--- config.mk ---
export PLATFORM = sky130hd
export DESIGN_NAME = lsu_dmem_flat
export DESIGN_NICKNAME = d
export VERILOG_FILES = /design/src/rtl/lsu_dmem_pkg.sv /design/src/rtl/lsu_dmem_if.sv /design/src/rtl/lsu_store_align.sv /design/src/rtl/lsu_dmem.sv /design/src/flat_wrapper.sv
export SDC_FILE = /design/constraint.sdc
export NUM_CORES = 1
export LEC_CHECK = 0
export BUFFER_PORTS_ARGS = -buffer_cell sky130_fd_sc_hd__buf_4
export CORE_MARGIN = 8
export CORE_UTILIZATION = 50
export DETAILED_ROUTE_END_ITERATION = 6
export GPL_ROUTABILITY_DRIVEN = 0
export PLACE_DENSITY = 0.93
export SYNTH_ARGS = -nofsm -noshare
export SYNTH_HDL_FRONTEND = slang
export SYNTH_SLANG_ARGS = --single-unit
--- constraint.sdc ---
create_clock -name clk_i -period 2.8 [get_ports clk_i]
set_input_delay 0.42 -clock clk_i [delete_from_list [all_inputs] [get_ports clk_i]]
set_output_delay 0.42 -clock clk_i [all_outputs]
set_load 0.005 [all_outputs]
--- src/rtl/lsu_dmem_pkg.sv ---
// Shared definitions for the load/store unit.
// - RV32I funct3 codes for loads and stores
// - LSU FSM state encoding
// - Byte-strobe constants
// - Helper that flags H/W accesses whose address is not naturally aligned
package lsu_dmem_pkg;

  localparam logic [2:0] F3Lb  = 3'b000;
  localparam logic [2:0] F3Lh  = 3'b001;
  localparam logic [2:0] F3Lw  = 3'b010;
  localparam logic [2:0] F3Lbu = 3'b100;
  localparam logic [2:0] F3Lhu = 3'b101;
  localparam logic [2:0] F3Sb  = 3'b000;
  localparam logic [2:0] F3Sh  = 3'b001;
  localparam logic [2:0] F3Sw  = 3'b010;

  localparam logic [3:0] StrbNone   = 4'b0000;
  localparam logic [3:0] StrbByte0  = 4'b0001;
  localparam logic [3:0] StrbLoHalf = 4'b0011;
  localparam logic [3:0] StrbHiHalf = 4'b1100;
  localparam logic [3:0] StrbAll    = 4'b1111;

  typedef enum logic [1:0] {
    StIdle,
    StReq,
    StWaitRsp
  } lsu_state_e;

  function automatic logic is_misaligned(logic [2:0] funct3, logic [1:0] addr_lo);
    logic mis;
    mis = 1'b0;
    case (funct3)
      F3Lh, F3Lhu: mis = addr_lo[0];
      F3Lw:        mis = (addr_lo != 2'b00);
      default:     mis = 1'b0;
    endcase
    return mis;
  endfunction

endpackage

--- src/rtl/lsu_dmem_if.sv ---
// Data-memory bus between the LSU (master) and the memory (slave).
// - req/we/addr/wdata/wstrb : request, held stable until req && ready
// - ready                   : memory accepts the request
// - rvalid/rdata            : read data valid or write acknowledged
interface lsu_dmem_if;
  logic        req;
  logic        we;
  logic [31:0] addr;
  logic [31:0] wdata;
  logic [3:0]  wstrb;
  logic        ready;
  logic        rvalid;
  logic [31:0] rdata;

  modport master (
    output req, we, addr, wdata, wstrb,
    input  ready, rvalid, rdata
  );

  modport slave (
    input  req, we, addr, wdata, wstrb,
    output ready, rvalid, rdata
  );
endinterface

--- src/rtl/lsu_store_align.sv ---
// Combinational store alignment: funct3 + low address bits + rs2 -> byte strobes and
// lane-replicated write data. Loads (store_i = 0) get no strobes.
// - funct3_i  : RV32I funct3
// - store_i   : op is a store
// - addr_lo_i : effective address bits [1:0]
// - wdata_i   : store source data
// - wstrb_o   : byte strobes
// - wdata_o   : replicated write data
module lsu_store_align
  import lsu_dmem_pkg::*;
(
  input  logic [2:0]  funct3_i,
  input  logic        store_i,
  input  logic [1:0]  addr_lo_i,
  input  logic [31:0] wdata_i,
  output logic [3:0]  wstrb_o,
  output logic [31:0] wdata_o
);

  always_comb begin
    wstrb_o = StrbAll;
    wdata_o = wdata_i;
    case (funct3_i)
      F3Sb: begin
        wstrb_o = StrbByte0 << addr_lo_i;
        wdata_o = {4{wdata_i[7:0]}};
      end
      F3Sh: begin
        wstrb_o = addr_lo_i[1] ? StrbHiHalf : StrbLoHalf;
        wdata_o = {2{wdata_i[15:0]}};
      end
      default: begin
        wstrb_o = StrbAll;
        wdata_o = wdata_i;
      end
    endcase
    if (!store_i) begin
      wstrb_o = StrbNone;
    end
  end

endmodule

--- src/rtl/lsu_dmem.sv ---
// Load/store unit: takes a memory op from execute, registers the aligned word request,
// runs the dmem handshake with a response watchdog and returns the raw read word with a
// one-cycle strobe. Lane extraction / sign extension is left to write-back.
// Ports:
// - clk_i, rst_ni          : clock, asynchronous active-low reset
// - ex_*_i                 : op from execute (held by execute while lsu_busy_o)
// - dmem                   : data-memory bus (master side)
// - dmem_read_data_o       : registered read word, held until the next response
// - dmem_write_valid_o     : one-cycle response strobe
// - lsu_busy_o             : high whenever the FSM is not idle
// - lsu_bus_err_o          : one-cycle pulse on watchdog expiry (or misaligned trap)
// Configuration: define LSU_MISALIGN_TRAP_EN to trap misaligned H/W accesses without a
// bus request; by default they access the containing word.
module lsu_dmem
  import lsu_dmem_pkg::*;
#(
  parameter int unsigned Timeout = 16,
  parameter int unsigned CntW    = 5
) (
  input  logic              clk_i,
  input  logic              rst_ni,
  input  logic              ex_valid_i,
  input  logic              ex_load_i,
  input  logic              ex_store_i,
  input  logic [2:0]        ex_funct3_i,
  input  logic [31:0]       ex_addr_i,
  input  logic [31:0]       ex_wdata_i,
  lsu_dmem_if.master        dmem,
  output logic [31:0]       dmem_read_data_o,
  output logic              dmem_write_valid_o,
  output logic              lsu_busy_o,
  output logic              lsu_bus_err_o
);

  lsu_state_e      state_q, state_d;
  logic [CntW-1:0] cnt_q;
  logic            we_q;
  logic [31:0]     addr_q, wdata_q, rdata_q;
  logic [3:0]      wstrb_q;
  logic            wvalid_q, err_q;
  logic [3:0]      al_wstrb;
  logic [31:0]     al_wdata;
  logic            ex_go, misalign, timeout;

  lsu_store_align u_align (
    .funct3_i  (ex_funct3_i),
    .store_i   (ex_store_i),
    .addr_lo_i (ex_addr_i[1:0]),
    .wdata_i   (ex_wdata_i),
    .wstrb_o   (al_wstrb),
    .wdata_o   (al_wdata)
  );

  assign ex_go   = ex_valid_i && (ex_load_i || ex_store_i);
  assign timeout = (cnt_q == CntW'(Timeout - 1));

`ifdef LSU_MISALIGN_TRAP_EN
  assign misalign = is_misaligned(ex_funct3_i, ex_addr_i[1:0]);
`else
  assign misalign = 1'b0;
`endif

  // State register
  always_ff @(posedge clk_i or negedge rst_ni) begin
    if (!rst_ni) begin
      state_q <= StIdle;
    end else begin
      state_q <= state_d;
    end
  end

  // Next-state logic; a trapped misaligned op completes from idle without leaving it
  always_comb begin
    state_d = state_q;
    case (state_q)
      StIdle:    if (ex_go && !misalign) state_d = StReq;
      StReq:     if (dmem.ready) state_d = StWaitRsp;
      StWaitRsp: if (dmem.rvalid || timeout) state_d = StIdle;
      default:   state_d = StIdle;
    endcase
  end

  // Request fields, watchdog and response registers
  always_ff @(posedge clk_i or negedge rst_ni) begin
    if (!rst_ni) begin
      cnt_q    <= '0;
      we_q     <= 1'b0;
      addr_q   <= '0;
      wdata_q  <= '0;
      wstrb_q  <= '0;
      rdata_q  <= '0;
      wvalid_q <= 1'b0;
      err_q    <= 1'b0;
    end else begin
      wvalid_q <= 1'b0;
      err_q    <= 1'b0;
      case (state_q)
        StIdle: begin
          if (ex_go) begin
            if (misalign) begin
              wvalid_q <= 1'b1;
              err_q    <= 1'b1;
              rdata_q  <= '0;
            end else begin
              we_q    <= ex_store_i;
              addr_q  <= {ex_addr_i[31:2], 2'b00};
              wdata_q <= al_wdata;
              wstrb_q <= al_wstrb;
            end
          end
        end
        StReq: begin
          if (dmem.ready) cnt_q <= '0;
        end
        StWaitRsp: begin
          cnt_q <= cnt_q + CntW'(1);
          // rvalid has priority over an expiring watchdog
          if (dmem.rvalid) begin
            rdata_q  <= dmem.rdata;
            wvalid_q <= 1'b1;
          end else if (timeout) begin
            rdata_q  <= '0;
            wvalid_q <= 1'b1;
            err_q    <= 1'b1;
          end
        end
        default: ;
      endcase
    end
  end

  // Outputs
  always_comb begin
    dmem.req           = (state_q == StReq);
    dmem.we            = we_q;
    dmem.addr          = addr_q;
    dmem.wdata         = wdata_q;
    dmem.wstrb         = wstrb_q;
    dmem_read_data_o   = rdata_q;
    dmem_write_valid_o = wvalid_q;
    lsu_bus_err_o      = err_q;
    lsu_busy_o         = (state_q != StIdle);
  end

endmodule
--- src/flat_wrapper.sv ---
// flat-port wrapper written by rule: the top's interface ports become plain ports
module lsu_dmem_flat import lsu_dmem_pkg::*;
#(
  parameter int unsigned Timeout = 16,
  parameter int unsigned CntW    = 5
)
  (clk_i, rst_ni, ex_valid_i, ex_load_i, ex_store_i, ex_funct3_i, ex_addr_i, ex_wdata_i, dmem_read_data_o, dmem_write_valid_o, lsu_busy_o, lsu_bus_err_o, dmem_req, dmem_we, dmem_addr, dmem_wdata, dmem_wstrb, dmem_ready, dmem_rvalid, dmem_rdata);
  lsu_dmem_if dmem_i ();
  input  logic clk_i;
  input  logic rst_ni;
  input  logic ex_valid_i;
  input  logic ex_load_i;
  input  logic ex_store_i;
  input  logic [2:0] ex_funct3_i;
  input  logic [31:0] ex_addr_i;
  input  logic [31:0] ex_wdata_i;
  output logic [31:0] dmem_read_data_o;
  output logic dmem_write_valid_o;
  output logic lsu_busy_o;
  output logic lsu_bus_err_o;
  output wire logic [$bits(dmem_i.req)-1:0] dmem_req;
  output wire logic [$bits(dmem_i.we)-1:0] dmem_we;
  output wire logic [$bits(dmem_i.addr)-1:0] dmem_addr;
  output wire logic [$bits(dmem_i.wdata)-1:0] dmem_wdata;
  output wire logic [$bits(dmem_i.wstrb)-1:0] dmem_wstrb;
  input wire logic [$bits(dmem_i.ready)-1:0] dmem_ready;
  input wire logic [$bits(dmem_i.rvalid)-1:0] dmem_rvalid;
  input wire logic [$bits(dmem_i.rdata)-1:0] dmem_rdata;
  assign dmem_req = dmem_i.req;
  assign dmem_we = dmem_i.we;
  assign dmem_addr = dmem_i.addr;
  assign dmem_wdata = dmem_i.wdata;
  assign dmem_wstrb = dmem_i.wstrb;
  assign dmem_i.ready = dmem_ready;
  assign dmem_i.rvalid = dmem_rvalid;
  assign dmem_i.rdata = dmem_rdata;
  lsu_dmem #(.Timeout(Timeout), .CntW(CntW)) u_core (.clk_i(clk_i), .rst_ni(rst_ni), .ex_valid_i(ex_valid_i), .ex_load_i(ex_load_i), .ex_store_i(ex_store_i), .ex_funct3_i(ex_funct3_i), .ex_addr_i(ex_addr_i), .ex_wdata_i(ex_wdata_i), .dmem(dmem_i), .dmem_read_data_o(dmem_read_data_o), .dmem_write_valid_o(dmem_write_valid_o), .lsu_busy_o(lsu_busy_o), .lsu_bus_err_o(lsu_bus_err_o));
endmodule
Word-level counts from Yosys, hierarchy flattened
Index checks and enable logic that the tools add are counted.
{ "op_classes": {"addsub": 1, "eq_ne": 7, "n_shift": 1, "mux": 17, "reduce_logical": 12} }
{ "op_table": {"columns": ["op", "count"], "rows": [
  ["2-to-1 mux 32 bit", 2],
  ["case mux 32 bit (2 select lines)", 1],
  ["case mux 5 bit (2 select lines)", 1],
  ["2-to-1 mux 4 bit", 2],
  ["case mux 4 bit (2 select lines)", 1],
  ["2-to-1 mux 2 bit", 3],
  ["inequality test 2 x 1 -> 1 bit (second input constant)", 3],
  ["case mux 2 bit (3 select lines)", 1],
  ["AND reduction 2 bit", 3],
  ["nonzero test 2 bit", 3],
  ["adder 5 x 1 -> 5 bit (second input constant)", 1],
  ["equality test 5 x 4 -> 1 bit (second input constant)", 1],
  ["2-to-1 mux 1 bit", 5],
  ["2-to-1 mux 5 bit", 1],
  ["left shift 1 x 2 -> 4 bit (first input constant)", 1],
  ["equality test 3 x 1 -> 1 bit (second input constant)", 1],
  ["logical NOT 3 bit", 1],
  ["AND reduction 3 bit", 1],
  ["equality test 2 x 1 -> 1 bit (second input constant)", 1],
  ["equality test 2 bit (second input constant)", 1],
  ["logical NOT 2 bit", 1],
  ["logical OR 1 bit", 2],
  ["logical AND 1 bit", 1]
]} }
{ "totals": {"ff_bits": 108, "input_bits": 106} }

Longest topological paths before layout
{ "logic_depth": {"depth_word": 4, "mapped_depth": 7} }

Modules after synthesis
Synthesis repeated with hierarchy kept, for this count alone.
{ "hier_totals": {"cells_unflattened": 323, "hier_area_um2": 4583.1} }
{ "modules_own_cells": {"columns": ["module", "instances", "cells_per_inst", "area_per_inst_um2", "seq_area_each_um2"], "rows": [
  ["lsu_dmem", 1, 259, 4078.9, 2702.6],
  ["lsu_store_align", 1, 64, 504.2, 0.0]
]} }

Worst setup path before layout
No wires, ideal clock.
{ "synth_path": {"kind": "reg-to-reg", "start": "reg u_core.state_q[1]", "end": "reg u_core.wdata_q[12], in the netlist u_core.dmem.wdata[12]", "setup_ps": 125, "t_arrival_ps": 1750, "required_ps": 2675, "path_slack_ps": 925, "path_stages_with_launch": 8, "path_buffers": 4, "period_less_slack_ps": 1875, "cell_sequence": "dfrtp_1 -> buf_6 -> or3b_4 -> or2_1 -> buf_2 -> buf_6 -> buf_6 -> mux2_4"} }
{ "synth_between": {"elab_chain_len": 2} }
{ "synth_rtl": {"columns": ["element", "line", "text"], "rows": [
  ["start, declared", "lsu_dmem.sv:35", "lsu_state_e state_q, state_d;"],
  ["start signal, assigned", "lsu_dmem.sv:66", "state_q <= StIdle;"],
  ["start signal, assigned", "lsu_dmem.sv:68", "state_q <= state_d;"],
  ["logical NOT 2 bit", "lsu_dmem.sv:97", "case (state_q)"],
  ["AND reduction 2 bit (no line)", null, null],
  ["end signal, assigned", "lsu_dmem.sv:107", "wdata_q <= al_wdata;"],
  ["end, declared", "lsu_dmem.sv:38", "logic [31:0] addr_q, wdata_q, rdata_q;"]
]} }
No other way between the ends.
A chain may end at the register's enable or synchronous reset.

Final worst setup path
{ "layout_path": {"start": "reg u_core.cnt_q[0]", "end": "reg u_core.rdata_q[27], in the netlist u_core.dmem_read_data_o[27]"} }
{ "layout_between": {"elab_chain_len": 3} }
{ "layout_rtl": {"columns": ["element", "line", "text"], "rows": [
  ["start, declared", "lsu_dmem.sv:36", "logic [CntW-1:0] cnt_q;"],
  ["start signal, assigned", "lsu_dmem.sv:116", "cnt_q <= cnt_q + CntW'(1);"],
  ["equality test 5 x 4 -> 1 bit", "lsu_dmem.sv:55", "assign timeout = (cnt_q == CntW'(Timeout - 1));"],
  ["nonzero test 2 bit (no line)", null, null],
  ["AND reduction 2 bit (no line)", null, null],
  ["end signal, assigned", "lsu_dmem.sv:119", "rdata_q <= dmem.rdata;"],
  ["end, declared", "lsu_dmem.sv:38", null]
]} }
No other way between the ends.

==> flow_results.org <==
** Run status
- The run finished with clean final reports.

** Logic synthesis
- After synthesis, the largest area contributor takes up 59.4% of total cell area.
- Ranking of synthesized cells by instance count :: 108 x sky130_fd_sc_hd__dfrtp_1, 64 x sky130_fd_sc_hd__mux2_2, 32 x sky130_fd_sc_hd__a22o_1, 19 x sky130_fd_sc_hd__o21ai_0, 12 x sky130_fd_sc_hd__mux2_4
- Most area-consuming cells after synthesis :: sky130_fd_sc_hd__dfrtp_1 59%, sky130_fd_sc_hd__mux2_2 16%, sky130_fd_sc_hd__a22o_1 6.2%, sky130_fd_sc_hd__mux2_4 4.0%, sky130_fd_sc_hd__o21ai_0 2.1%
- Post-synthesis area per instance :: 14.2 um^2
- Of all cell types, the one taking the most synthesized area is sky130_fd_sc_hd__dfrtp_1.
- Number of instances in the synthesized netlist :: roughly 320
- In the synthesized netlist the async set-or-reset flop fraction comes to 100%.
- In the post-synthesis netlist, the cell with the most instances is sky130_fd_sc_hd__dfrtp_1.
- For this run, the leading register cell type out of synthesis is sky130_fd_sc_hd__dfrtp_1.
- Synth warn :: 0
- Cell area after technology mapping :: 4550 um^2
- Yosys mapped the design onto 37 distinct sky130hd cell types.
- Number of enable flip-flop cells after synthesis :: 0
- Sequential cells were found to cover between 50% and 60% of the synthesized design area.
- The synthesized design contains 108 register bits.

** Timing
- Worst slack on hold paths :: 0.0458 ns
- Subtracting the final worst setup slack from the clock period gives 2.19 ns.
- Count of endpoints failing hold in the final timing report :: 0
- Unrepaired setup endpoints after global routing :: false
- Worst Slack Setup Final :: 0.613 ns
- Static timing analysis puts the maximum clock frequency at 0.457 GHz.
- Final clock period utilization by the worst path :: 78.1%
- On the final layout, the worst clock skew is 0.0120 ns.
- Adding up every negative setup slack in the final design gives 0 ns.
- Transition time at the pin with the least slew margin :: around 1 ns
- Setup violation total in the final timing report :: 0
- Max-Slew Margin vs Limit :: 33.2%
- The max-slew violation total from the final report came to 0.

** CTS
- TritonCTS built the clock tree.
- Total setup buffers inserted after CTS :: 0
- For this design, the CTS-stage hold fixing added 0 buffers.
- After clock tree synthesis, the clock-pin slew on the worst setup and hold paths is 0.11 ns.
- Post-cts resize count :: 0
- The clock net in this run drives a total of between 100 and 150 sinks.
- H-Tree Level Count :: 3
- Clk Latency, worst-skew pair :: 0.36 ns
- CTS Buf Count :: 9
- The clock passes through at most 2 buffers.
- Root cell of the clock tree :: sky130_fd_sc_hd__clkbuf_8

** Floorplan
- Row generation in the floorplan step produced 35 rows.
- The die is 111 um wide.
- Die height :: 111 um
- After floorplanning, the core was sized to cover approximately 9000 um^2.
- Total I/O pin count :: 211
- Area of the die :: around 12,000 um^2
- Starting density of the core :: 50.4%

** Pwr
- In this run, the combinational gates consume 40.7% of the power.
- For this design the total switching power over the nets is 1920 uW.
- In this run the power density over the cells is 992 nW/um^2.
- Cell-internal power :: 4400 uW
- Per report_power, the clock group accounts for 16.0% of the total.
- The analysis attributes to cell leakage a power of 0.00318 uW.
- Switching part of the total power :: 30.3%
- Sequential cells burn 43.3% of the power.
- Worst VDD drop :: around 500 uV

** Global route
- The number of global-route vias before repair was 3,739.
- Total global routing overflow :: 0
- The first global-routing pass estimated approximately 20,000 um of wire.
- Global routing used 19.1% of the available tracks.
- Entering global routing, the biggest net connects 69 pins.
- Number of antenna violations at the first check in global routing :: 0

** Route
- Iteration count of the initial detailed-routing pass :: 4
- Residual DRC :: 0
- Initial drt markers :: 117
- Vias after detailed routing :: 3,369
- The routed design has 12,000 um of wire.
- After detailed routing, the average wire length per cell comes to 18.9 um.
- Post-DR vias/cell :: approximately 5.3
- In this run the remaining antenna-violating nets after routing total 0.

** Job
- Maxcap violations :: 0

** Worst setup path
- The worst setup path is of the reg2reg kind.
- Data on the critical path arrives at its endpoint at 2.48 ns.
- Launching element type of the critical path :: flip-flop
- The largest single stage delay on the critical path is between 0.5 and 0.6 ns.
- Among cell families on the critical path, the largest total delay comes from compound AO/OA/AOI/OAI gates.
- Critical-path cell with the highest stage delay :: sky130_fd_sc_hd__o21ai_2
- Max Fanout on Critical Path :: 19
- Traced cell by cell, the critical path runs through ha_1, and3_1, ha_1, o21ai_2, buf_4, a22o_1.
- Counting both buffers and inverters, the worst setup path holds a total of 1.
- Most frequent cell on the critical path :: sky130_fd_sc_hd__ha_1
- FF-to-FF setup slack :: 0.61 ns
- The worst setup path is captured at a flip-flop.
- Data required time at the worst endpoint :: between 3 and 4 ns

** Layout
- # nets final :: roughly 630
- Summing all non-filler instances in the final layout gives an area of 6370 um^2.
- Area overhead of the layout relative to synthesis :: 40.1%
- Measured on the finished design, the core utilization comes to a little over 70%.
- The post-route netlist has 58.9% of its cells at a drive strength greater than 1.
- Counting the fill cells in the layout gives 615.
- The repair_antennas step left the layout with diodes totalling 0.

** Place
- Once placement finished, the instance area stood at 6160 um^2.
- The HPWL after detailed placement is 9230 um.
- Worst Setup Slack post-DPL :: 0.635 ns
- Count of input and output buffers :: between 200 and 250

** Min path
- Path type of the worst min-delay path :: in2async
metal layers:
layer	track usage, %	wire length, um	up-vias	part of all wire, %
li1	-	-	1550	-
met1	22.3	4790	1662	40
met2	32.7	6130	139	51
met3	6.18	858	18	7.2
met4	5.78	215	0	1.8
met5	0	0	-	0
cell type report:
| cell class | count | area (um^2) | area share (%) |
|---|---|---|---|
| sequential | 108 | 2700 | 42.4 |
| multi-input combinational | 185 | 1700 | 26.7 |
| timing repair buffer | 211 | 1600 | 25.0 |
| tap | 111 | 139 | 2.18 |
| clock buffer | 9 | 124 | 1.94 |
| clock inverter | 7 | 90.1 | 1.41 |
| inverter | 5 | 18.8 | 0.294 |
worst paths after layout:
kind | startpoint | to | cells past startpoint
max in group asynchronous | rst_ni | u_core.dmem_read_data_o[11] | 2
setup reg to reg | u_core.cnt_q[0] | u_core.dmem_read_data_o[27] | 6
hold reg to reg | u_core.dmem.wdata[27] | u_core.dmem.wdata[27] | 1
min in group clk_i | dmem_ready | u_core.state_q[0] | 2
setup / recovery | u_core.cnt_q[0] | u_core.dmem_read_data_o[27] | 6
hold / removal | rst_ni | u_core.dmem.wdata[4] | 1
power by group through the flow:
stage          Combinational [uW]  Sequential (uW)  Clock, uW
2_1_floorplan                1090             2740          0
3_3_place_gp                 2520             2730          0
3_5_place_dp                 2630             2760          0
4_1_cts                      2640             2740       1040
5_1_grt                      2790             2830       1100
6_report                     2570             2740       1010
layout by cell type (no fill, tap or decap), types with 3 or more instances in the layout:
cell type and count:
sky130_fd_sc_hd__dfrtp_1 108, sky130_fd_sc_hd__mux2_2 64, sky130_fd_sc_hd__o31ai_1 3, sky130_fd_sc_hd__mux2_1 4, sky130_fd_sc_hd__inv_1 5, sky130_fd_sc_hd__mux2i_1 9, sky130_fd_sc_hd__nor2_1 8, sky130_fd_sc_hd__clkbuf_8 9
sky130_fd_sc_hd__a21oi_1 7, sky130_fd_sc_hd__inv_8 3, sky130_fd_sc_hd__mux2_4 12, sky130_fd_sc_hd__a22o_1 32, sky130_fd_sc_hd__buf_4 210, sky130_fd_sc_hd__o21ai_0 19
cells by family (layout without fill, tap and decap cells):
family | Yosys count | after routing | synth area share, %
DFF | 108 | 108 | 59.4
muxes | 89 | 89 | 22.8
AOI/OAI and AO/OA | 68 | 68 | 10.7
buffers and inverters | 29 | 232 | 3.41
and+or+nand+nor | 23 | 23 | 2.94
adders and majority gates | 2 | 2 | 0.550
other | 1 | 2 | 0.0824
xor gates and xnor gates | 1 | 1 | 0.193
flip-flops by register name, summed over array words and instances (netlist names):
register / flops
u_core.dmem.wstrb: 4
u_core.dmem_write_valid_o: 1
u_core.cnt_q: 5
u_core.dmem_read_data_o: 32
u_core.lsu_bus_err_o: 1
u_core.dmem.we: 1
u_core.dmem.addr: 30
u_core.dmem.wdata: 32
u_core.state_q: 2
metrics by stage:
stage | power, uW | std cells
floorplan | 3830 | 322
global placement | 5250 | 620
detailed placement | 5390 | 620
CTS | 6410 | 636
global route | 6720 | 636
finish | 6320 | 636
Note: power is estimated with default switching activity, not from simulation.
